File: src/rtl/ras_pkg.sv
// ras_pkg
// Shared types for the RAS speculative controller slice.
//   ras_ctrl_state_e : controller FSM states (RESET, RUN, RECOVER).
//   ras_op_t         : one stage operation. Its layout matches the stage FIFO
//                      entry: push/pop flags, new TOS address and pushed data.
// The struct is sized for the default stack geometry
// (1024 entries, 32-bit return addresses).
package ras_pkg;

  localparam int RAS_DEPTH      = 1024;
  localparam int RAS_WIDTH      = 32;
  localparam int RAS_ADDR_WIDTH = $clog2(RAS_DEPTH);

  typedef enum logic [1:0] {
    RESET   = 2'd0,
    RUN     = 2'd1,
    RECOVER = 2'd2
  } ras_ctrl_state_e;

  typedef struct packed {
    logic                      push;
    logic                      pop;
    logic [RAS_ADDR_WIDTH-1:0] addr;
    logic [RAS_WIDTH-1:0]      data;
  } ras_op_t;

endpackage

File: src/rtl/ras_spec_ctrl_if.sv
// ras_spec_ctrl_if
// Frontend-facing handshake bundle of the RAS speculative controller.
//   call_valid/ret_valid/call_addr : predicted call (push) / return (pop)
//   req_ready                      : controller accepts the op this cycle
//   resolve_valid                  : oldest outstanding op retired
//   squash                         : discard all outstanding ops
// master = frontend side, slave = controller side.
interface ras_spec_ctrl_if #(
  parameter int WIDTH = 32
);

  logic             call_valid;
  logic             ret_valid;
  logic [WIDTH-1:0] call_addr;
  logic             req_ready;
  logic             resolve_valid;
  logic             squash;

  modport master (
    output call_valid, ret_valid, call_addr, resolve_valid, squash,
    input  req_ready
  );

  modport slave (
    input  call_valid, ret_valid, call_addr, resolve_valid, squash,
    output req_ready
  );

endinterface

File: src/rtl/ras_occ_counter.sv
// ras_occ_counter
// Up/down occupancy counter with synchronous clear and a full flag.
//   clk, reset : clock, synchronous active-low reset
//   clear      : synchronous clear to zero
//   inc, dec   : count up / down; both together leave the count unchanged
//   count      : current occupancy (0..MAX)
//   full       : count == MAX
module ras_occ_counter #(
  parameter  int MAX = 16,
  localparam int W   = $clog2(MAX) + 1
) (
  input  logic         clk,
  input  logic         reset,
  input  logic         clear,
  input  logic         inc,
  input  logic         dec,
  output logic [W-1:0] count,
  output logic         full
);

  logic [W-1:0] count_q;

  // Occupancy register; callers never increment at MAX or decrement at zero.
  always_ff @(posedge clk) begin
    if (!reset || clear) begin
      count_q <= '0;
    end else if (inc && !dec) begin
      count_q <= count_q + 1'b1;
    end else if (dec && !inc) begin
      count_q <= count_q - 1'b1;
    end
  end

  assign count = count_q;
  assign full  = (count_q == W'(MAX));

endmodule

File: src/rtl/ras_spec_ctrl.sv
// ras_spec_ctrl
// Speculative-operation controller for one RAS stage. Accepts call/return
// predictions, tracks the speculative TOS, drives the stage push/pop/trigger
// lane, commits in order on retirement and recovers to the committed TOS on
// a squash.
//   clk, reset            : clock, synchronous active-low reset
//   fe (slave)            : frontend handshake (call/ret/resolve/squash, req_ready)
//   stage_head_addr       : stage FIFO head addr_o (TOS of the oldest op)
//   stage_trigger/push/pop/data/addr : stage op lane
//   stage_commit          : retire oldest stage op
//   stage_reset           : stage reset (active-high)
//   stage_ref_addr        : stage base_addr reload value (= commit_tos)
//   spec_tos, commit_tos  : speculative and committed top-of-stack
//   outstanding           : uncommitted op count
//   underflow             : sticky, pop accepted while the stack was empty
module ras_spec_ctrl
  import ras_pkg::*;
#(
  parameter  int SCRATCHPAD_DEPTH = 16,
  parameter  int DEPTH            = 1024,
  parameter  int WIDTH            = 32,
  localparam int ADDR_WIDTH       = $clog2(DEPTH),
  localparam int CNT_WIDTH        = $clog2(SCRATCHPAD_DEPTH) + 1
) (
  input  logic                  clk,
  input  logic                  reset,
  ras_spec_ctrl_if.slave        fe,
  input  logic [ADDR_WIDTH-1:0] stage_head_addr,
  output logic                  stage_trigger,
  output logic                  stage_push,
  output logic                  stage_pop,
  output logic [WIDTH-1:0]      stage_data,
  output logic [ADDR_WIDTH-1:0] stage_addr,
  output logic                  stage_commit,
  output logic                  stage_reset,
  output logic [ADDR_WIDTH-1:0] stage_ref_addr,
  output logic [ADDR_WIDTH-1:0] spec_tos,
  output logic [ADDR_WIDTH-1:0] commit_tos,
  output logic [CNT_WIDTH-1:0]  outstanding,
  output logic                  underflow
);

  localparam int PTR_W = (SCRATCHPAD_DEPTH > 1) ? $clog2(SCRATCHPAD_DEPTH) : 1;
  localparam logic [ADDR_WIDTH:0]   DEPTH_MAX = (ADDR_WIDTH + 1)'(DEPTH);
  localparam logic [ADDR_WIDTH-1:0] TOS_MAX   = ADDR_WIDTH'(DEPTH - 1);

  ras_ctrl_state_e       state;
  logic [ADDR_WIDTH-1:0] spec_tos_q;
  logic [ADDR_WIDTH-1:0] commit_tos_q;
  logic [ADDR_WIDTH:0]   spec_depth;
  logic [ADDR_WIDTH:0]   commit_depth;
  logic                  underflow_q;
  logic [PTR_W-1:0]      wr_ptr;
  logic [PTR_W-1:0]      rd_ptr;
  logic [1:0]            pend_kind [SCRATCHPAD_DEPTH];
  logic                  occ_full;
  logic                  in_run;
  logic [ADDR_WIDTH-1:0] next_tos;
  ras_op_t               issue_op;

  // Depth moves only for a pure push or a pure pop; a tail call (both)
  // overwrites the top entry. Saturates at DEPTH and at zero.
  function automatic logic [ADDR_WIDTH:0] step_depth(input logic [ADDR_WIDTH:0] d,
                                                      input logic push,
                                                      input logic pop);
    step_depth = d;
    if (push && !pop && d != DEPTH_MAX) begin
      step_depth = d + 1'b1;
    end else if (pop && !push && d != '0) begin
      step_depth = d - 1'b1;
    end
  endfunction

  function automatic logic [PTR_W-1:0] ptr_next(input logic [PTR_W-1:0] p);
    ptr_next = (p == PTR_W'(SCRATCHPAD_DEPTH - 1)) ? '0 : p + 1'b1;
  endfunction

  // A held-low reset blocks new work immediately, not just from the next cycle.
  assign in_run        = reset && (state == RUN);
  assign fe.req_ready  = in_run && !fe.squash && !occ_full;
  assign stage_trigger = fe.req_ready && (fe.call_valid || fe.ret_valid);
  assign stage_commit  = in_run && fe.resolve_valid && (outstanding != '0) && !fe.squash;

  // Candidate TOS for this cycle's op, wrapping modulo DEPTH.
  always_comb begin
    next_tos = spec_tos_q;
    if (fe.call_valid && !fe.ret_valid) begin
      next_tos = (spec_tos_q == TOS_MAX) ? '0 : spec_tos_q + 1'b1;
    end else if (fe.ret_valid && !fe.call_valid) begin
      next_tos = (spec_tos_q == '0) ? TOS_MAX : spec_tos_q - 1'b1;
    end
  end

  // The whole op lane is zero unless an op is actually issued.
  always_comb begin
    issue_op = '0;
    if (stage_trigger) begin
      issue_op.push = fe.call_valid;
      issue_op.pop  = fe.ret_valid;
      issue_op.addr = RAS_ADDR_WIDTH'(next_tos);
      issue_op.data = RAS_WIDTH'(fe.call_addr);
    end
  end

  assign stage_push     = issue_op.push;
  assign stage_pop      = issue_op.pop;
  assign stage_addr     = ADDR_WIDTH'(issue_op.addr);
  assign stage_data     = WIDTH'(issue_op.data);
  assign stage_reset    = !reset || (state != RUN);
  assign stage_ref_addr = commit_tos_q;
  assign spec_tos       = spec_tos_q;
  assign commit_tos     = commit_tos_q;
  assign underflow      = underflow_q;

  // Controller FSM plus speculative/committed TOS and depth tracking.
  // RECOVER rolls the speculative view back to the committed one.
  always_ff @(posedge clk) begin
    if (!reset) begin
      state        <= RESET;
      spec_tos_q   <= '0;
      commit_tos_q <= '0;
      spec_depth   <= '0;
      commit_depth <= '0;
      underflow_q  <= 1'b0;
      wr_ptr       <= '0;
      rd_ptr       <= '0;
    end else begin
      case (state)
        RESET: begin
          state <= RUN;
        end
        RUN: begin
          if (stage_trigger) begin
            spec_tos_q <= next_tos;
            spec_depth <= step_depth(spec_depth, fe.call_valid, fe.ret_valid);
            if (fe.ret_valid && spec_depth == '0) begin
              underflow_q <= 1'b1;
            end
            wr_ptr <= ptr_next(wr_ptr);
          end
          if (stage_commit) begin
            commit_tos_q <= stage_head_addr;
            commit_depth <= step_depth(commit_depth, pend_kind[rd_ptr][1], pend_kind[rd_ptr][0]);
            rd_ptr       <= ptr_next(rd_ptr);
          end
          if (fe.squash) begin
            state <= RECOVER;
          end
        end
        RECOVER: begin
          spec_tos_q <= commit_tos_q;
          spec_depth <= commit_depth;
          wr_ptr     <= '0;
          rd_ptr     <= '0;
          state      <= RUN;
        end
        default: begin
          state <= RESET;
        end
      endcase
    end
  end

  // Push/pop kind of each outstanding op, so a commit can replay its effect
  // on the committed depth.
  always_ff @(posedge clk) begin
    if (stage_trigger) begin
      pend_kind[wr_ptr] <= {fe.call_valid, fe.ret_valid};
    end
  end

  ras_occ_counter #(
    .MAX (SCRATCHPAD_DEPTH)
  ) u_outstanding (
    .clk   (clk),
    .reset (reset),
    .clear (state == RECOVER),
    .inc   (stage_trigger),
    .dec   (stage_commit),
    .count (outstanding),
    .full  (occ_full)
  );

endmodule

File: src/flat_wrapper.sv
// flat-port wrapper written by rule: the top's interface ports become plain ports
module ras_spec_ctrl_flat import ras_pkg::*;
#(
  parameter  int SCRATCHPAD_DEPTH = 16,
  parameter  int DEPTH            = 1024,
  parameter  int WIDTH            = 32,
  localparam int ADDR_WIDTH       = $clog2(DEPTH),
  localparam int CNT_WIDTH        = $clog2(SCRATCHPAD_DEPTH) + 1
)
  (clk, reset, stage_head_addr, stage_trigger, stage_push, stage_pop, stage_data, stage_addr, stage_commit, stage_reset, stage_ref_addr, spec_tos, commit_tos, outstanding, underflow, fe_call_valid, fe_ret_valid, fe_call_addr, fe_resolve_valid, fe_squash, fe_req_ready);
  ras_spec_ctrl_if #(.WIDTH(WIDTH)) fe_i ();
  input  logic clk;
  input  logic reset;
  input  logic [ADDR_WIDTH-1:0] stage_head_addr;
  output logic stage_trigger;
  output logic stage_push;
  output logic stage_pop;
  output logic [WIDTH-1:0] stage_data;
  output logic [ADDR_WIDTH-1:0] stage_addr;
  output logic stage_commit;
  output logic stage_reset;
  output logic [ADDR_WIDTH-1:0] stage_ref_addr;
  output logic [ADDR_WIDTH-1:0] spec_tos;
  output logic [ADDR_WIDTH-1:0] commit_tos;
  output logic [CNT_WIDTH-1:0] outstanding;
  output logic underflow;
  input wire logic [$bits(fe_i.call_valid)-1:0] fe_call_valid;
  input wire logic [$bits(fe_i.ret_valid)-1:0] fe_ret_valid;
  input wire logic [$bits(fe_i.call_addr)-1:0] fe_call_addr;
  input wire logic [$bits(fe_i.resolve_valid)-1:0] fe_resolve_valid;
  input wire logic [$bits(fe_i.squash)-1:0] fe_squash;
  output wire logic [$bits(fe_i.req_ready)-1:0] fe_req_ready;
  assign fe_i.call_valid = fe_call_valid;
  assign fe_i.ret_valid = fe_ret_valid;
  assign fe_i.call_addr = fe_call_addr;
  assign fe_i.resolve_valid = fe_resolve_valid;
  assign fe_i.squash = fe_squash;
  assign fe_req_ready = fe_i.req_ready;
  ras_spec_ctrl #(.SCRATCHPAD_DEPTH(SCRATCHPAD_DEPTH), .DEPTH(DEPTH), .WIDTH(WIDTH)) u_core (.clk(clk), .reset(reset), .fe(fe_i), .stage_head_addr(stage_head_addr), .stage_trigger(stage_trigger), .stage_push(stage_push), .stage_pop(stage_pop), .stage_data(stage_data), .stage_addr(stage_addr), .stage_commit(stage_commit), .stage_reset(stage_reset), .stage_ref_addr(stage_ref_addr), .spec_tos(spec_tos), .commit_tos(commit_tos), .outstanding(outstanding), .underflow(underflow));
endmodule
File: config.mk
export PLATFORM = sky130hd
export DESIGN_NAME = ras_spec_ctrl_flat
export DESIGN_NICKNAME = d
export VERILOG_FILES = /design/src/rtl/ras_pkg.sv /design/src/rtl/ras_spec_ctrl_if.sv /design/src/rtl/ras_occ_counter.sv /design/src/rtl/ras_spec_ctrl.sv /design/src/flat_wrapper.sv
export SDC_FILE = /design/constraint.sdc
export NUM_CORES = 1
export LEC_CHECK = 0
export ABC_AREA = 0
export CAP_MARGIN = 20
export CELL_PAD_IN_SITES_DETAIL_PLACEMENT = 0
export CELL_PAD_IN_SITES_GLOBAL_PLACEMENT = 1
export CORE_MARGIN = 2
export CORE_UTILIZATION = 41
export CTS_BUF_LIST = sky130_fd_sc_hd__clkbuf_8 sky130_fd_sc_hd__clkbuf_16
export CTS_CLUSTER_DIAMETER = 150
export DETAILED_ROUTE_END_ITERATION = 16
export MAX_ROUTING_LAYER = met4
export PLACE_DENSITY_LB_ADDON = 0.1
export SETUP_SLACK_MARGIN = 0.3
export SLEW_MARGIN = 15
export SYNTH_ARGS = -nofsm -noshare
export SYNTH_HDL_FRONTEND = slang
export SYNTH_SLANG_ARGS = --single-unit
export TNS_END_PERCENT = 5
File: constraint.sdc
create_clock -name clk -period 8.13 [get_ports clk]
set_input_delay 1.2195 -clock clk [delete_from_list [all_inputs] [get_ports clk]]
set_output_delay 1.2195 -clock clk [all_outputs]
set_load 0.005 [all_outputs]
Word level (Yosys, flattened, before mapping)

Memories as Yosys holds them, arrays and structs flattened. A register that Yosys moved wholly into a read port is not among the register bits.
Index checks and enable logic that the tools add are counted.

Flip-flop bits (word level): 58
Bits of input ports: 48
Bits in latches: 0
Output and inout port bits: 84
Logic and storage cells: 106
Memory bits (read-only): 0
Memory bits (writable): 32
Memories kept: 1

Div/mod/pow operators: 0
Muxes and demuxes: 27
$add $sub $neg: 10
Multipliers: 0
Order comparisons: 0
Equal/unequal tests: 13
Reductions and logical operators: 46
Shift-type cells: 0
Bitwise operators: 0

Memory list:

| memory           | words | width | read ports | clocked after Yosys merged registers in | write ports | line                | RTL |
|---|---|---|---|---|---|---|---|
| u_core.pend_kind | 16    | 2     | 1          | 1                                       | 1           | ras_spec_ctrl.sv:55 | `logic [1:0] pend_kind [SCRATCHPAD_DEPTH];` |

Operators by type and width:

| kind                                                | number |
|---|---|
| two-way mux 11 bit                                  | 5 |
| two-way mux 10 bit                                  | 5 |
| two-way mux 44 bit                                  | 1 |
| two-way mux 4 bit                                   | 6 |
| adder 11 x 1 -> 11 bit (second input constant)      | 2 |
| != test 11 bit (second input constant)              | 2 |
| one-hot mux 11 bit (2 select lines)                 | 1 |
| nonzero test 11 bit                                 | 2 |
| subtractor 11 x 1 -> 11 bit (second input constant) | 2 |
| one-hot mux 10 bit (2 select lines)                 | 1 |
| logical AND 1 bit                                   | 18 |
| one-hot mux 4 bit (2 select lines)                  | 2 |
| logical NOT 11 bit                                  | 1 |
| adder 10 x 1 -> 10 bit (second input constant)      | 1 |
| == test 10 bit (second input constant)              | 1 |
| logical NOT 10 bit                                  | 1 |
| two-way mux 5 bit                                   | 2 |
| subtractor 10 x 1 -> 10 bit (second input constant) | 1 |
| logical NOT 1 bit                                   | 9 |
| AND reduction 3 bit                                 | 3 |
| adder 4 x 1 -> 4 bit (second input constant)        | 2 |
| == test 4 bit (second input constant)               | 2 |
| != test 2 bit (second input constant)               | 3 |
| AND reduction 2 bit                                 | 3 |
| 15 further kinds                                    | 20 |

Depth between registers and ports, before layout

Gate-level depths: netlist of run 1.

Depth after elaboration: 9
Mapped depth: 16
Mapped depth without buffers: 15

Cells and area by module

Synthesis of run 1 repeated with hierarchy kept, for this count alone.

Cell total of the unflattened synthesis: 678
Area, all modules: 5947.0 um^2

Modules (own cells, without submodules):

| module          | times used | cells each | seq. area each (um^2) | area an instance (um^2) |
|---|---|---|---|---|
| ras_spec_ctrl   | 1          | 637        | 2102.0                | 5586.6 |
| ras_occ_counter | 1          | 41         | 100.1                 | 360.3 |

Worst setup path before layout of run 1

No wires, ideal clock.

Path kind: input -> register
From: input port reset
To: register u_core.u_outstanding.count_q[4] (netlist: u_core.u_outstanding.count[4])
Data arrival time: 4.175 ns
Buffers on the path: 2
Setup slack: 3.884 ns
Required time: 8.060 ns
Stages on the path: 14
Library setup time: 0.070 ns
Path through: buf_2 > inv_2 > a2111oi_0 > o21ai_1 > inv_2 > clkbuf_1 > ha_1 > inv_1 > ha_1 > a21o_1 > a21oi_1 > xnor2_1 > or3_1 > a21oi_1

Cells in the longest elaborated chain, start to end: 7
Elaborated cells between the ends (all ways): 15
Those cells by class: mux (1); reduce/logical (14)

RTL lines:

| item                              | line                  | RTL |
|---|---|---|
| start: declaration                | flat_wrapper.sv:13    | `input logic reset;` |
| logical AND 1 bit *               | ras_spec_ctrl.sv:79   | `assign in_run = reset && (state == RUN);` |
| logical AND 1 bit * (2 in series) | ras_spec_ctrl.sv:80   | `assign fe.req_ready = in_run && !fe.squash && !occ_full;` |
| via fe_req_ready                  | flat_wrapper.sv:32    | `output wire logic [$bits(fe_i.req_ready)-1:0] fe_req_ready;` |
| logical AND 1 bit *               | ras_spec_ctrl.sv:81   | `assign stage_trigger = fe.req_ready && (fe.call_valid \|\| fe.ret_valid);` |
| via stage_trigger                 | flat_wrapper.sv:15    | `output logic stage_trigger;` |
| logical NOT 1 bit                 | ras_occ_counter.sv:29 | `end else if (dec && !inc) begin` |
| logical AND 1 bit                 | ras_occ_counter.sv:29 |  |
| nonzero test 2 bit (no line)      | n/a                   |  |
| end signal: assignment            | ras_occ_counter.sv:28 | `count_q <= count_q + 1'b1;` |
| end signal: assignment            | ras_occ_counter.sv:30 | `count_q <= count_q - 1'b1;` |
| end: declaration                  | ras_occ_counter.sv:21 | `logic [W-1:0] count_q;` |

Mark *: on every way through the listed nets, which the timed path passes. The rest lies on a longest branch.
A chain may end at the register's enable or synchronous reset.

Worst setup path in the final report of run 1

From: input port reset
To: output port stage_data[10]

Cells in the longest elaborated chain, start to end: 5

RTL lines:

| item                            | line                | RTL |
|---|---|---|
| logical AND 1 bit               | ras_spec_ctrl.sv:79 |  |
| logical AND 1 bit (2 in series) | ras_spec_ctrl.sv:80 |  |
| logical AND 1 bit               | ras_spec_ctrl.sv:81 |  |
| two-way mux 44 bit              | ras_spec_ctrl.sv:97 | `if (stage_trigger) begin` |
| end: declaration                | flat_wrapper.sv:18  | `output logic [WIDTH-1:0] stage_data;` |

Every way passes these cells.

==> results.md, run 1 <==
* Status: finished, final reports clean
* Final WL at between 15000 and 20000 µm
* DR iter-0 viols at ~420
* Pre-CTS setup slack at a little over 2 ns
* Largest net degree at the start of global routing at 39
* CTS H-tree lvls at 3
* Post-cts repair resize count at 0
* Skew-Pair Late Insertion Delay at 0.36 ns
* Critical path startpoint category: primary input
* Number of max-cap violations at 0
* Hold Crit Class: reg2reg
* Starting Density at around two fifths
* CTS Hold Bufs at 0
* Count leader, synth: nor2_1
* Die width at around 120 µm
* Most used flip-flop cell after synthesis: dfxtp_1
* Mapped Area at roughly 5700 µm²
* # clock sinks at 94
* Clock Skew at just over 0.008 ns
* Pwr Total at roughly 1.7 mW
* CTS max path bufs at 2
* Count of input and output buffers at 131
* Post-synth top area share at 21.7%
* Count of pins over their slew limit at 0
* ANT nets after route at 0
* Final RePlAce weighted congestion at 0.872
* Worst setup EP type: output pin
* Post-Syn Nets at around 730
* WS Path Type: in2out
* Initial antenna violation count at 0
* Worst-path clk slew at about 0.07 ns
* Cells after Synth at around 640
* Post-synth ARST share at 0%
* Vias per cell at approximately 5.4
* Peak Freq at ~170 MHz
* Critical path data required time at between 6 and 7 ns
* 1st-pass router iterations at 5
* Most area-hungry cell type in the Yosys netlist: dfxtp_1
* Worst Tran Pin Value at slightly above 0.9 ns
* Seq/Total Area, Yosys at 38.5%
* Layout cells sized above 1 at around 6.6%
* Crit Path Max Fanout at 38
* Design area at 7370 µm²
* Layout area overhead at 28.8%
* CTS tree: yes
* Inserted Diodes at 0
* Fillcell total at between 1000 and 1500
* Fin. Hold Viols at 0
* Top Ports at about 130
* Unrepaired setup endpoints after global routing: false
* Max rail drop VDD at 0.127 mV
* Multi-input gate area at 3180 µm²
* Final #Nets at about 830
* CP arrival at ~4.8 ns
* Vias in the first global route at 5000
* Distinct cells, synth at between 60 and 70
* Die area at between 10000 and 15000 µm²
* Top post-synthesis cells by count: nor2_1 (67), dfxtp_1 (62), nand2_1 (60)
* Cell row count at 43
* First-pass GRT wire length at ~25000 µm
* CTS buffer count at 9
* Number of synthesized flops with an enable pin at 32
* Slew HR at between 30% and 40%
* Final worst slack at around 2.1 ns
* Fin crit share at 74.4%
* Tmin final at 6.05 ns
* DRC errors left at 0
* Post-DP Area at between 7000 and 8000 µm²
* Power Density at 230 nW/µm²
* Average wire per standard cell at ~16 µm
* Register area at about 2200 µm²
* Total GRT Usage at between 20% and 30%
* Post-detail-place hpwl at 11200 µm
* Grt ovf at 0
* Warnings, synthesis at 0
* Main area contributors after synthesis: dfxtp_1 (22%), edfxtp_1 (17%), ha_1 (7.4%), a21oi_1 (4.6%), nor2_1 (4.4%)
* Synth Area per Inst at 8.89 µm²
* CTS Root Cell: clkbuf_16
* Core ar. at about 14000 µm²
* Final setup fails at 0
* Die H at around 120 µm
* Leak pwr at roughly 2.7 nW
* Setup tns final at 0 ns
* Setup Buffers After CTS at 0
* Routed vias at roughly 5100
* FF+latch count, synth at 94
## worst paths after layout
kind / startpoint / end / slack [ns] / depth (start not counted)
worst max-delay path: reset / stage_data[10] / 2.08 / 8
worst min-delay path: u_core.commit_tos[6] / u_core.commit_tos[6] / 0.50 / 2
worst max register to register: u_core.state[1] / u_core.u_outstanding.count[4] / 3.74 / 14
worst min register to register: u_core.commit_tos[6] / u_core.commit_tos[6] / 0.50 / 2
## state kept, by name (all words and copies together), names as in the netlist, named ones only
signal,cells
u_core.spec_tos,10
u_core.commit_tos,10
u_core.rd_ptr,4
u_core.wr_ptr,4
u_core.spec_depth,11
u_core.u_outstanding.count,5
u_core.commit_depth,11
u_core.state,2
u_core.pend_kind,32
u_core.underflow,1
## where the power goes
group	leakage, nW	total (mW)	switching, mW	internal [mW]
Sequential	0.791	0.607	0.0712	0.536
Combinational	1.78	0.662	0.352	0.310
Clock	0.149	0.423	0.204	0.218
Total	2.72	1.69	0.628	1.06
## area by class of cell
cell class	instances	area share (%)
multi-input combinational	479	43.2
inverter	28	1.43
clock inverter	7	0.934
sequential	94	29.9
tap	180	3.06
clock buffer	9	3.06
timing repair buffer	137	18.4
## worst max-delay path: stages
cell,delay (ns)
clkdlybuf4s50_1,0.45
buf_4,0.31
inv_2,0.34
a2111oi_0,0.70
o21ai_1,0.54
inv_2,0.54
and2_1,0.20
clkdlybuf4s50_1,0.50
## layer usage
layer | up-vias | global-route usage, % | wire (µm)
met5 | - | - | 0
li1 | 2520 | - | -
met2 | 145 | 35.3 | 7250
met1 | 2368 | 28.2 | 7070
met4 | 0 | 5.89 | 227
met3 | 18 | 5.66 | 744
## cell usage in the layout, fill, tap and decap left out, drive strengths merged, types with 8 or more instances in the layout
cell type	netlist	final
nand3	19	19
ha	34	34
dfxtp	62	62
a31oi	9	9
nor2	67	67
and2	38	38
nand2	60	60
nor3	13	13
and3	9	9
clkdlybuf4s50	0	131
clkbuf	24	9
xnor2	14	14
inv	28	35
o21ai	36	36
mux4	10	10
edfxtp	32	32
a21oi	53	53
a21o	11	11
a211oi	8	8
## cell families after synthesis
family          share of synthesized area, %
compound gates                          17.5
buf+inv                                 5.82
xor+xnor                                3.22
simple gates                            22.0
fa+ha+maj                               8.49
flops                                   38.5
mux                                     4.46
## stage by stage
step / hold slack (ns) / utilization, % / cells
after floorplan: 0.461 / - / 643
after global placement: 0.481 / 51.4 / 918
after detailed placement: 0.489 / 51.4 / 918
after CTS: 0.504 / 53.5 / 934
after global routing: 0.525 / 53.5 / 934
final: 0.499 / 53.5 / 934
Power figures use the tool's default switching activity.
==> run 2, diff against run 1 <==
- CORE_UTILIZATION: 41 -> 34
- clock period: 8.13 -> 5.5 ns (I/O delays scaled with it)
==> results.md, run 2 (synthesis gave the netlist of run 1 again) <==
* Max FFs per register at 32
* Total GRT Usage at roughly a fifth
* Unrepaired setup endpoints after global routing: false
* 1st-pass router iterations at 4
* Post-DP Area at between 7000 and 8000 µm²
* Setup Buffers After CTS at 0
* Worst-path clk slew at about 0.070 ns
* Power share of the clock group at between 20 and 30%
* CTS buffer count at 9
* Post-detail-place hpwl at 12100 µm
* Final WL at 16300 µm
* Reg2reg path depth at 14
* P_int at roughly 1.6 mW
* Number of max-cap violations at 0
* First-pass GRT wire length at ~26000 µm
* Layout cells sized above 1 at approximately 7.0%
* Largest net degree at the start of global routing at 39
* Tmin final at about 4.6 ns
* Average wire per standard cell at roughly 17 µm
* Inserted Diodes at 0
* Final Non-Filler Cells at ~980
* Peak Freq at ~220 MHz
* Crit Path Max Fanout at 38
* Crit. Startpoint: fe_call_valid
* Slew HR at 41.3%
* Worst min-delay path startpoint: u_core.underflow
* Top Ports at 132
* Status: finished, final reports clean
* Largest Register: u_core.pend_kind
* # clock sinks at 94
* CTS H-tree lvls at 3
* Final #Nets at 837
* Sw Ratio at between 30% and 40%
* Hold Crit Class: reg2reg
* Worst Tran Pin Value at 0.874 ns
* Worst setup EP type: output pin
* Design area at 7440 µm²
* Critical path startpoint category: primary input
* Count of input and output buffers at 131
* Grt ovf at 0
* Leading cell type in the layout, fill and taps excluded: clkdlybuf4s50_1
* Setup tns final at 0 ns
* WS Path Type: in2out
* ANT nets after route at 0
* Core ar. at between 15000 and 20000 µm²
* Max rail drop VDD at between 0.15 and 0.2 mV
* Count of pins over their slew limit at 0
* Starting Density at 34.6%
* Top Registers: u_core.pend_kind: 32 flops, u_core.commit_depth: 11 flops, u_core.spec_depth: 11 flops
* Clock Skew at ~0.007 ns
* Switching pwr at 0.949 mW
* Vias per cell at approximately 5.1
* Final setup fails at 0
* Final worst slack at 0.888 ns
* DRC errors left at 0
* CTS Hold Bufs at 0
* Post-cts repair resize count at 0
* Post-route core utilization at about 45%
* CP arrival at around 3.8 ns
* Cell row count at 47
* Power Density at between 300 and 400 nW/µm²
* Worst reg-to-reg setup slack at about 1.3 ns
* Die width at 134 µm
* Most frequent cells in the layout: clkdlybuf4s50_1 (131), nor2_1 (67), dfxtp_1 (62), nand2_1 (60), a21oi_1 (53)
* Die area at 17900 µm²
* Fin. Hold Viols at 0
* Leak pwr at 2.73 nW
* Vias in the first global route at 4837
* WHS at just under 0.5 ns
* Pre-CTS setup slack at 0.716 ns
* Final RePlAce weighted congestion at 0.856
* Skew-Pair Late Insertion Delay at 0.36 ns
* Die H at ~130 µm
* CTS max path bufs at 2
* Routed vias at 5002
* Crit Reg-Reg Endpoint: u_core.u_outstanding.count[4]
* Fin crit share at between 80 and 90%
* Depth of the worst hold-timing path at 2
* Pwr Total at approximately 2.5 mW
* CTS Root Cell: clkbuf_16
* CTS tree: yes
* Placed insts at slightly below 1000
* Critical path data required time at 4.68 ns
* Sequential Power Share at between 30% and 40%
* RR Startpoint: u_core.state[1]
* DR iter-0 viols at approximately 260
* Layout area overhead at 30.1%
* Comb power frac at about 40%
* Hold path endpoint: u_core.underflow
* Initial antenna violation count at 0
==> run 2: cell count changes in the layout (fill, tap and decap cells not counted), sizes merged <==
cell      previous run  this run
clkinv               0         2
buf                  6         9
clkinvlp             0         1
inv                 35        32
==> run 2: power by group through the flow <==
| stage | Sequential [mW] | Combinational (mW) | Clock (mW) |
|---|---|---|---|
| after floorplan | 0.876 | 0.695 | 0 |
| after global placement | 0.914 | 0.976 | 0 |
| after detailed placement | 0.913 | 0.986 | 0 |
| after CTS | 0.899 | 0.994 | 0.651 |
| after global routing | 0.914 | 1.11 | 0.673 |
| final | 0.901 | 0.990 | 0.632 |
==> run 2: critical path, stage by stage <==
cell and delay, ns:
clkdlybuf4s50_1 0.74, buf_4 0.33, o21ai_1 0.69, inv_2 0.42, and2_1 0.29, clkdlybuf4s50_1 0.46
==> run 2: area by class of cell <==
type                    count  area, µm²
flip-flops and latches     94       2200
clock buffers               9        225
fillers                  1634       9080
inverters                  28        105
repair buffers            140       1380
well taps                 220        275
multi-input cells         479       3180
clock inverters             7       72.6
==> run 2: how the worst max path moves through the flow <==
| stage | endpoint | slack (ns) | depth (start not counted) |
|---|---|---|---|
| finish | stage_data[21] | 0.89 | 6 |
| global route | stage_addr[5] | 0.60 | 8 |
| CTS | stage_data[13] | 0.86 | 6 |
| detailed placement | u_core.u_outstanding.count[4] | 0.72 | 12 |
| global placement | u_core.u_outstanding.count[4] | 0.81 | 12 |
| floorplan | u_core.u_outstanding.count[4] | 1.65 | 14 |
==> run 2: per-layer routing <==
metal | wire (µm) | share of wire (%) | GRT usage (%) | up-vias
li1 | - | - | - | 2522
met1 | 7760 | 47 | 24.7 | 2350
met2 | 7640 | 47 | 30.4 | 112
met3 | 673 | 4.1 | 3.61 | 18
met4 | 270 | 1.7 | 5.50 | 0
met5 | 0 | 0 | - | -
==> edit 1: new RTL, settings of run 2 <==
`SCRATCHPAD_DEPTH` is set to 16 in 2 places; all go to 32.
--- a/src/rtl/ras_spec_ctrl.sv
+++ b/src/rtl/ras_spec_ctrl.sv
@@ -16,7 +16,7 @@
 module ras_spec_ctrl
   import ras_pkg::*;
 #(
-  parameter  int SCRATCHPAD_DEPTH = 16,
+  parameter  int SCRATCHPAD_DEPTH = 32,
   parameter  int DEPTH            = 1024,
   parameter  int WIDTH            = 32,
   localparam int ADDR_WIDTH       = $clog2(DEPTH),
--- a/src/flat_wrapper.sv
+++ b/src/flat_wrapper.sv
@@ -1,7 +1,7 @@
 // flat-port wrapper written by rule: the top's interface ports become plain ports
 module ras_spec_ctrl_flat import ras_pkg::*;
 #(
-  parameter  int SCRATCHPAD_DEPTH = 16,
+  parameter  int SCRATCHPAD_DEPTH = 32,
   parameter  int DEPTH            = 1024,
   parameter  int WIDTH            = 32,
   localparam int ADDR_WIDTH       = $clog2(DEPTH),
Interface: changed (resized outstanding); port bits go from 132 to 133. No check against the original RTL was run, so the function may have changed too.
==> edit 1 against run 2 <==
Sequential power increased by 30%. Power increased by 26%. Routed wire length grew 24%. Synthesized cell count rose by 19%. First-iteration DRC count rose by 56%. Highest routed layer unchanged. Setup slack improved by 0.12 ns. Synthesized area grew 28%. Design area grew 27%. Via count is 19% higher. Final cell count rose by 20%. Clock power grew 80%. Worst hold slack gained 0.013 ns. Sequential cell count is 36 higher. Clock skew up 0.0013 ns. Largest cell class unchanged.
==> edit 1: results (changes against run 2) <==
\begin{tabular}{lr}
\hline
Metric & Value \\
\hline
\multicolumn{2}{l}{\textbf{Global routing}} \\
Largest net degree at the start of global routing & 41 (was 39) \\
Via count of the first global-routing pass & 5919 (was 4837) \\
Overall track demand over capacity in global routing & 0.187 (was 0.191) \\
Antenna violations before repair & 1 (was 0) \\
Wire length of the first global-routing pass & 31600 um (was 26100 um) \\
\multicolumn{2}{l}{\textbf{STA}} \\
Worst slew margin & 0.500 (was 0.413) \\
\multicolumn{2}{l}{\textbf{Cells and area}} \\
Number of nets in the layout & 968 (was 837) \\
Share of layout cells above drive strength 1 & 0.0761 (was 0.0700) \\
Number of flip-flops under the largest register name & 64 (was 32) \\
Finished Layout Cells & 1169 (was 977) \\
\multicolumn{2}{l}{\textbf{Synth}} \\
Cell types with the largest area share after synthesis & sky130\_fd\_sc\_hd\_\_edfxtp\_1 26\%, sky130\_fd\_sc\_hd\_\_dfxtp\_1 18\%, sky130\_fd\_sc\_hd\_\_ha\_1 6.3\% (was sky130\_fd\_sc\_hd\_\_dfxtp\_1 22\%, sky130\_fd\_sc\_hd\_\_edfxtp\_1 17\%, sky130\_fd\_sc\_hd\_\_ha\_1 7.4\%) \\
Most common library cells after synthesis & 97 x sky130\_fd\_sc\_hd\_\_nor2\_1, 76 x sky130\_fd\_sc\_hd\_\_nand2\_1, 66 x sky130\_fd\_sc\_hd\_\_dfxtp\_1 (was 67 x sky130\_fd\_sc\_hd\_\_nor2\_1, 62 x sky130\_fd\_sc\_hd\_\_dfxtp\_1, 60 x sky130\_fd\_sc\_hd\_\_nand2\_1) \\
Biggest area consumer among synthesized cells & sky130\_fd\_sc\_hd\_\_edfxtp\_1 (was sky130\_fd\_sc\_hd\_\_dfxtp\_1) \\
Mapped Nets & 850 (was 728) \\
Post-synthesis sequential area ratio & 0.444 (was 0.385) \\
\multicolumn{2}{l}{\textbf{Placed design}} \\
GPL Wtd Cong & 0.912 (was 0.856) \\
Total instance count after detailed placement & 1136 (was 961) \\
Setup slack after placement & 0.905 ns (was 0.716 ns) \\
\multicolumn{2}{l}{\textbf{Outcome}} \\
Run status & completed (unchanged) \\
\multicolumn{2}{l}{\textbf{Setup path}} \\
R2r worst-path depth & 12 (was 14) \\
Setup slack on the worst flop-to-flop path & 1.15 ns (was 1.26 ns) \\
Arr. time, crit path & 3.67 ns (was 3.79 ns) \\
Largest driver fanout on the critical path & 10 (was 38) \\
\multicolumn{2}{l}{\textbf{Clocking}} \\
Deepest level of the CTS H-tree & 4 (was 3) \\
Clock latency on the worst-skew pair & 0.42 ns (was 0.36 ns) \\
\multicolumn{2}{l}{\textbf{Pwr}} \\
Peak supply drop & 0.000214 V (was 0.000182 V) \\
\hline
\end{tabular}
edit 1: logic make-up (layout without fill, tap and decap cells):
kind of cell | count (synthesis) | after routing | share of synthesized area
AO/OA/AOI/OAI | 152 | 152 | 0.134
XOR/XNOR | 22 | 22 | 0.0264
adder cells (fa/ha/maj) | 40 | 40 | 0.0716
buffers and inverters | 73 | 204 | 0.0475
flip-flops | 130 | 130 | 0.444
multiplexers | 44 | 44 | 0.0799
other | 0 | 1 | 0
AND/OR/NAND/NOR | 301 | 301 | 0.196
edit 1: worst max-delay path by stage:
stage                   from                                   end  cells after the start
2_1_floorplan   fe_ret_valid    u_core.spec_depth[10]$_SDFFE_PN0P_                     13
5_1_grt             register  u_core.commit_depth[10]$_SDFFE_PN0P_                     12
3_3_place_gp    fe_ret_valid    u_core.spec_depth[10]$_SDFFE_PN0P_                     12
4_1_cts        fe_call_valid                         stage_addr[7]                      7
3_5_place_dp    fe_ret_valid    u_core.spec_depth[10]$_SDFFE_PN0P_                     12
6_report       fe_call_valid                         stage_addr[7]                      7
edit 1: power breakdown:
group          switching [mW]  total (mW)  internal (mW)
clock network           0.463        1.14          0.682
registers              0.0884        1.17           1.08
logic                   0.468       0.869          0.401
edit 1: stage by stage:
step	total power [mW]	instance area, um2	util	hold slack (ns)
final	3.18	9420	0.448	0.497
after global routing	3.37	9420	0.448	0.525
after CTS	3.21	9420	0.448	0.489
after detailed placement	2.05	8830	0.420	0.474
after global placement	2.04	8830	0.420	0.469
after floorplan	1.76	7300	-	0.461
edit 1: final cells by class:
cell class	count	area (um2)
flip-flops and latches	130	3240
inverters	25	93.8
fillers	1938	11600
well taps	275	344
clock inverters	15	170
repair buffers	147	1430
diodes	1	2.50
clock buffers	17	425
multi-input cells	559	3710
edit 1: layer usage:
metal,wire length [um],share of wire,up-vias,GRT usage
li1,-,-,2995,-
met1,8720,0.43,2867,0.223
met2,10800,0.53,100,0.325
met3,675,0.033,5,0.0400
met4,120,0.0059,0,0.0387
met5,0,0,-,-
edit 1: worst register-to-register path: cells and delay by family, from the launching register on:
kind,cells,cell delay (ns)
adder cells (fa/ha/maj),1,0.56
multiplexers,2,0.85
flip-flops,1,0.64
AND/OR/NAND/NOR,4,1.12
AO/OA/AOI/OAI,5,1.08
==> edit 2: new RTL, flow settings as in run 2 <==
Without the edit above. Reset style: asynchronous (`reset`), changed in one clocked block. Comments in the files are not updated.
--- a/src/rtl/ras_spec_ctrl.sv
+++ b/src/rtl/ras_spec_ctrl.sv
@@ -114,7 +114,7 @@
 
   // Controller FSM plus speculative/committed TOS and depth tracking.
   // RECOVER rolls the speculative view back to the committed one.
-  always_ff @(posedge clk) begin
+  always_ff @(posedge clk or negedge reset) begin
     if (!reset) begin
       state        <= RESET;
       spec_tos_q   <= '0;
Behaviour: differs if reset is asserted again (counterexample within 4 cycles, from zero or initial values and one cycle with reset low); with reset held inactive, the same outputs for 4 cycles.
==> edit 2 against run 2 <==
Setup slack improved by 0.37 ns. Count of clock-buffer cells in the layout stayed put. Sequential cell count shrank 4. Global-route usage shrank 0.39 points. Synthesized area rose by 1.3%. Design area up 1.4%. Register-to-register slack improved by 0.17 ns. Sequential share of layout area grew 2.0 points. Routed wire length is 1.0% lower. Power grew 30%. Largest power group unchanged.
==> edit 2: results (changes against run 2) <==
\begin{tabular}{lr}
\hline
Metric & Value \\
\hline
\multicolumn{2}{l}{\textbf{Placed design}} \\
Placement-stage cell area & 7240 um2 (was 7150 um2) \\
Setup slack after placement & 1.24 ns (was 0.716 ns) \\
Total instance count after detailed placement & 928 (was 961) \\
GPL Wtd Cong & 0.790 (was 0.856) \\
\multicolumn{2}{l}{\textbf{Drt}} \\
DR vias/cell & 5.00 (was 5.12) \\
Detailed router's first-iteration violation count & 259 (was 255) \\
\multicolumn{2}{l}{\textbf{Synth}} \\
Mapped Nets & 688 (was 728) \\
Predominant post-synthesis flop cell & sky130\_fd\_sc\_hd\_\_dfrtp\_1 (was sky130\_fd\_sc\_hd\_\_dfxtp\_1) \\
Count of distinct cell types in the synthesized netlist & 61 (was 62) \\
Xor/xnor cell area share of the yosys netlist & 0.0348 (was 0.0322) \\
Post-synthesis sequential area ratio & 0.412 (was 0.385) \\
Async set-reset flop share out of synthesis & 0.589 (was 0) \\
Most common library cells after synthesis & 70 x sky130\_fd\_sc\_hd\_\_nand2\_1, 60 x sky130\_fd\_sc\_hd\_\_nor2\_1, 53 x sky130\_fd\_sc\_hd\_\_dfrtp\_1 (was 67 x sky130\_fd\_sc\_hd\_\_nor2\_1, 62 x sky130\_fd\_sc\_hd\_\_dfxtp\_1, 60 x sky130\_fd\_sc\_hd\_\_nand2\_1) \\
\multicolumn{2}{l}{\textbf{Setup path}} \\
Worst setup path endpoint & stage\_addr[6] (was stage\_data[21]) \\
Arr. time, crit path & 3.42 ns (was 3.79 ns) \\
Largest driver fanout on the critical path & 6 (was 38) \\
Worst reg2reg endpoint & u\_core.commit\_depth[10]\$\_DFFE\_PN0P\_ (was u\_core.u\_outstanding.count[4]\$\_SDFFE\_PP0P\_) \\
First element of the critical path & fe\_ret\_valid (was fe\_call\_valid) \\
Setup slack on the worst flop-to-flop path & 1.43 ns (was 1.26 ns) \\
\multicolumn{2}{l}{\textbf{Hold path}} \\
Startpoint of the tightest hold check path & u\_core.underflow\$\_DFFE\_PN0P\_ (was u\_core.underflow\$\_SDFFE\_PN0P\_) \\
Destination of the worst hold path & u\_core.underflow\$\_DFFE\_PN0P\_ (was u\_core.underflow\$\_SDFFE\_PN0P\_) \\
Number of cells traversed by the worst hold path & 1 (was 2) \\
\multicolumn{2}{l}{\textbf{Outcome}} \\
Run status & completed (unchanged) \\
\multicolumn{2}{l}{\textbf{Cells and area}} \\
Number of nets in the layout & 803 (was 837) \\
Share of layout cells above drive strength 1 & 0.0787 (was 0.0700) \\
Finished Layout Cells & 944 (was 977) \\
\multicolumn{2}{l}{\textbf{Global routing}} \\
Largest net degree at the start of global routing & 56 (was 39) \\
Via count of the first global-routing pass & 4758 (was 4837) \\
\multicolumn{2}{l}{\textbf{STA}} \\
Final hold slack & 0.467 ns (was 0.483 ns) \\
Minimum clock period & 4.24 ns (was 4.61 ns) \\
\multicolumn{2}{l}{\textbf{Pwr}} \\
Power Sequential & 1.04 mW (was 0.901 mW) \\
Leakage power figure & 3.06 nW (was 2.73 nW) \\
\hline
\end{tabular}
==> edit 2: cell count changes after synthesis, sizes merged, moves of 8 or more <==
cell,delta
dfxtp,-57
mux2,+16
and3,-9
nand2,+10
dfrtp,+53
nand3,-8
a21oi,-15
==> edit 2: cell type report <==
cell class | instances | area [um2]
tap | 220 | 275
clock inverter | 7 | 81.3
timing repair buffer | 141 | 1380
clock buffer | 9 | 225
multi-input combinational | 455 | 3120
inverter | 22 | 82.6
sequential | 90 | 2390
fill | 1632 | 9090
==> edit 2: layer usage <==
metal | vias up | part of all wire | GRT usage
met5 | - | 0 | -
met4 | 0 | 0.012 | 0.0538
met3 | 12 | 0.023 | 0.0338
met2 | 67 | 0.51 | 0.308
met1 | 2253 | 0.46 | 0.236
li1 | 2385 | - | -
==> edit 2: critical path, delay by kind of cell <==
kind / cells / cell delay (ns)
AO/OA/AOI/OAI: 1 / 0.26
buffers and inverters: 2 / 1.16
AND/OR/NAND/NOR: 4 / 1.17
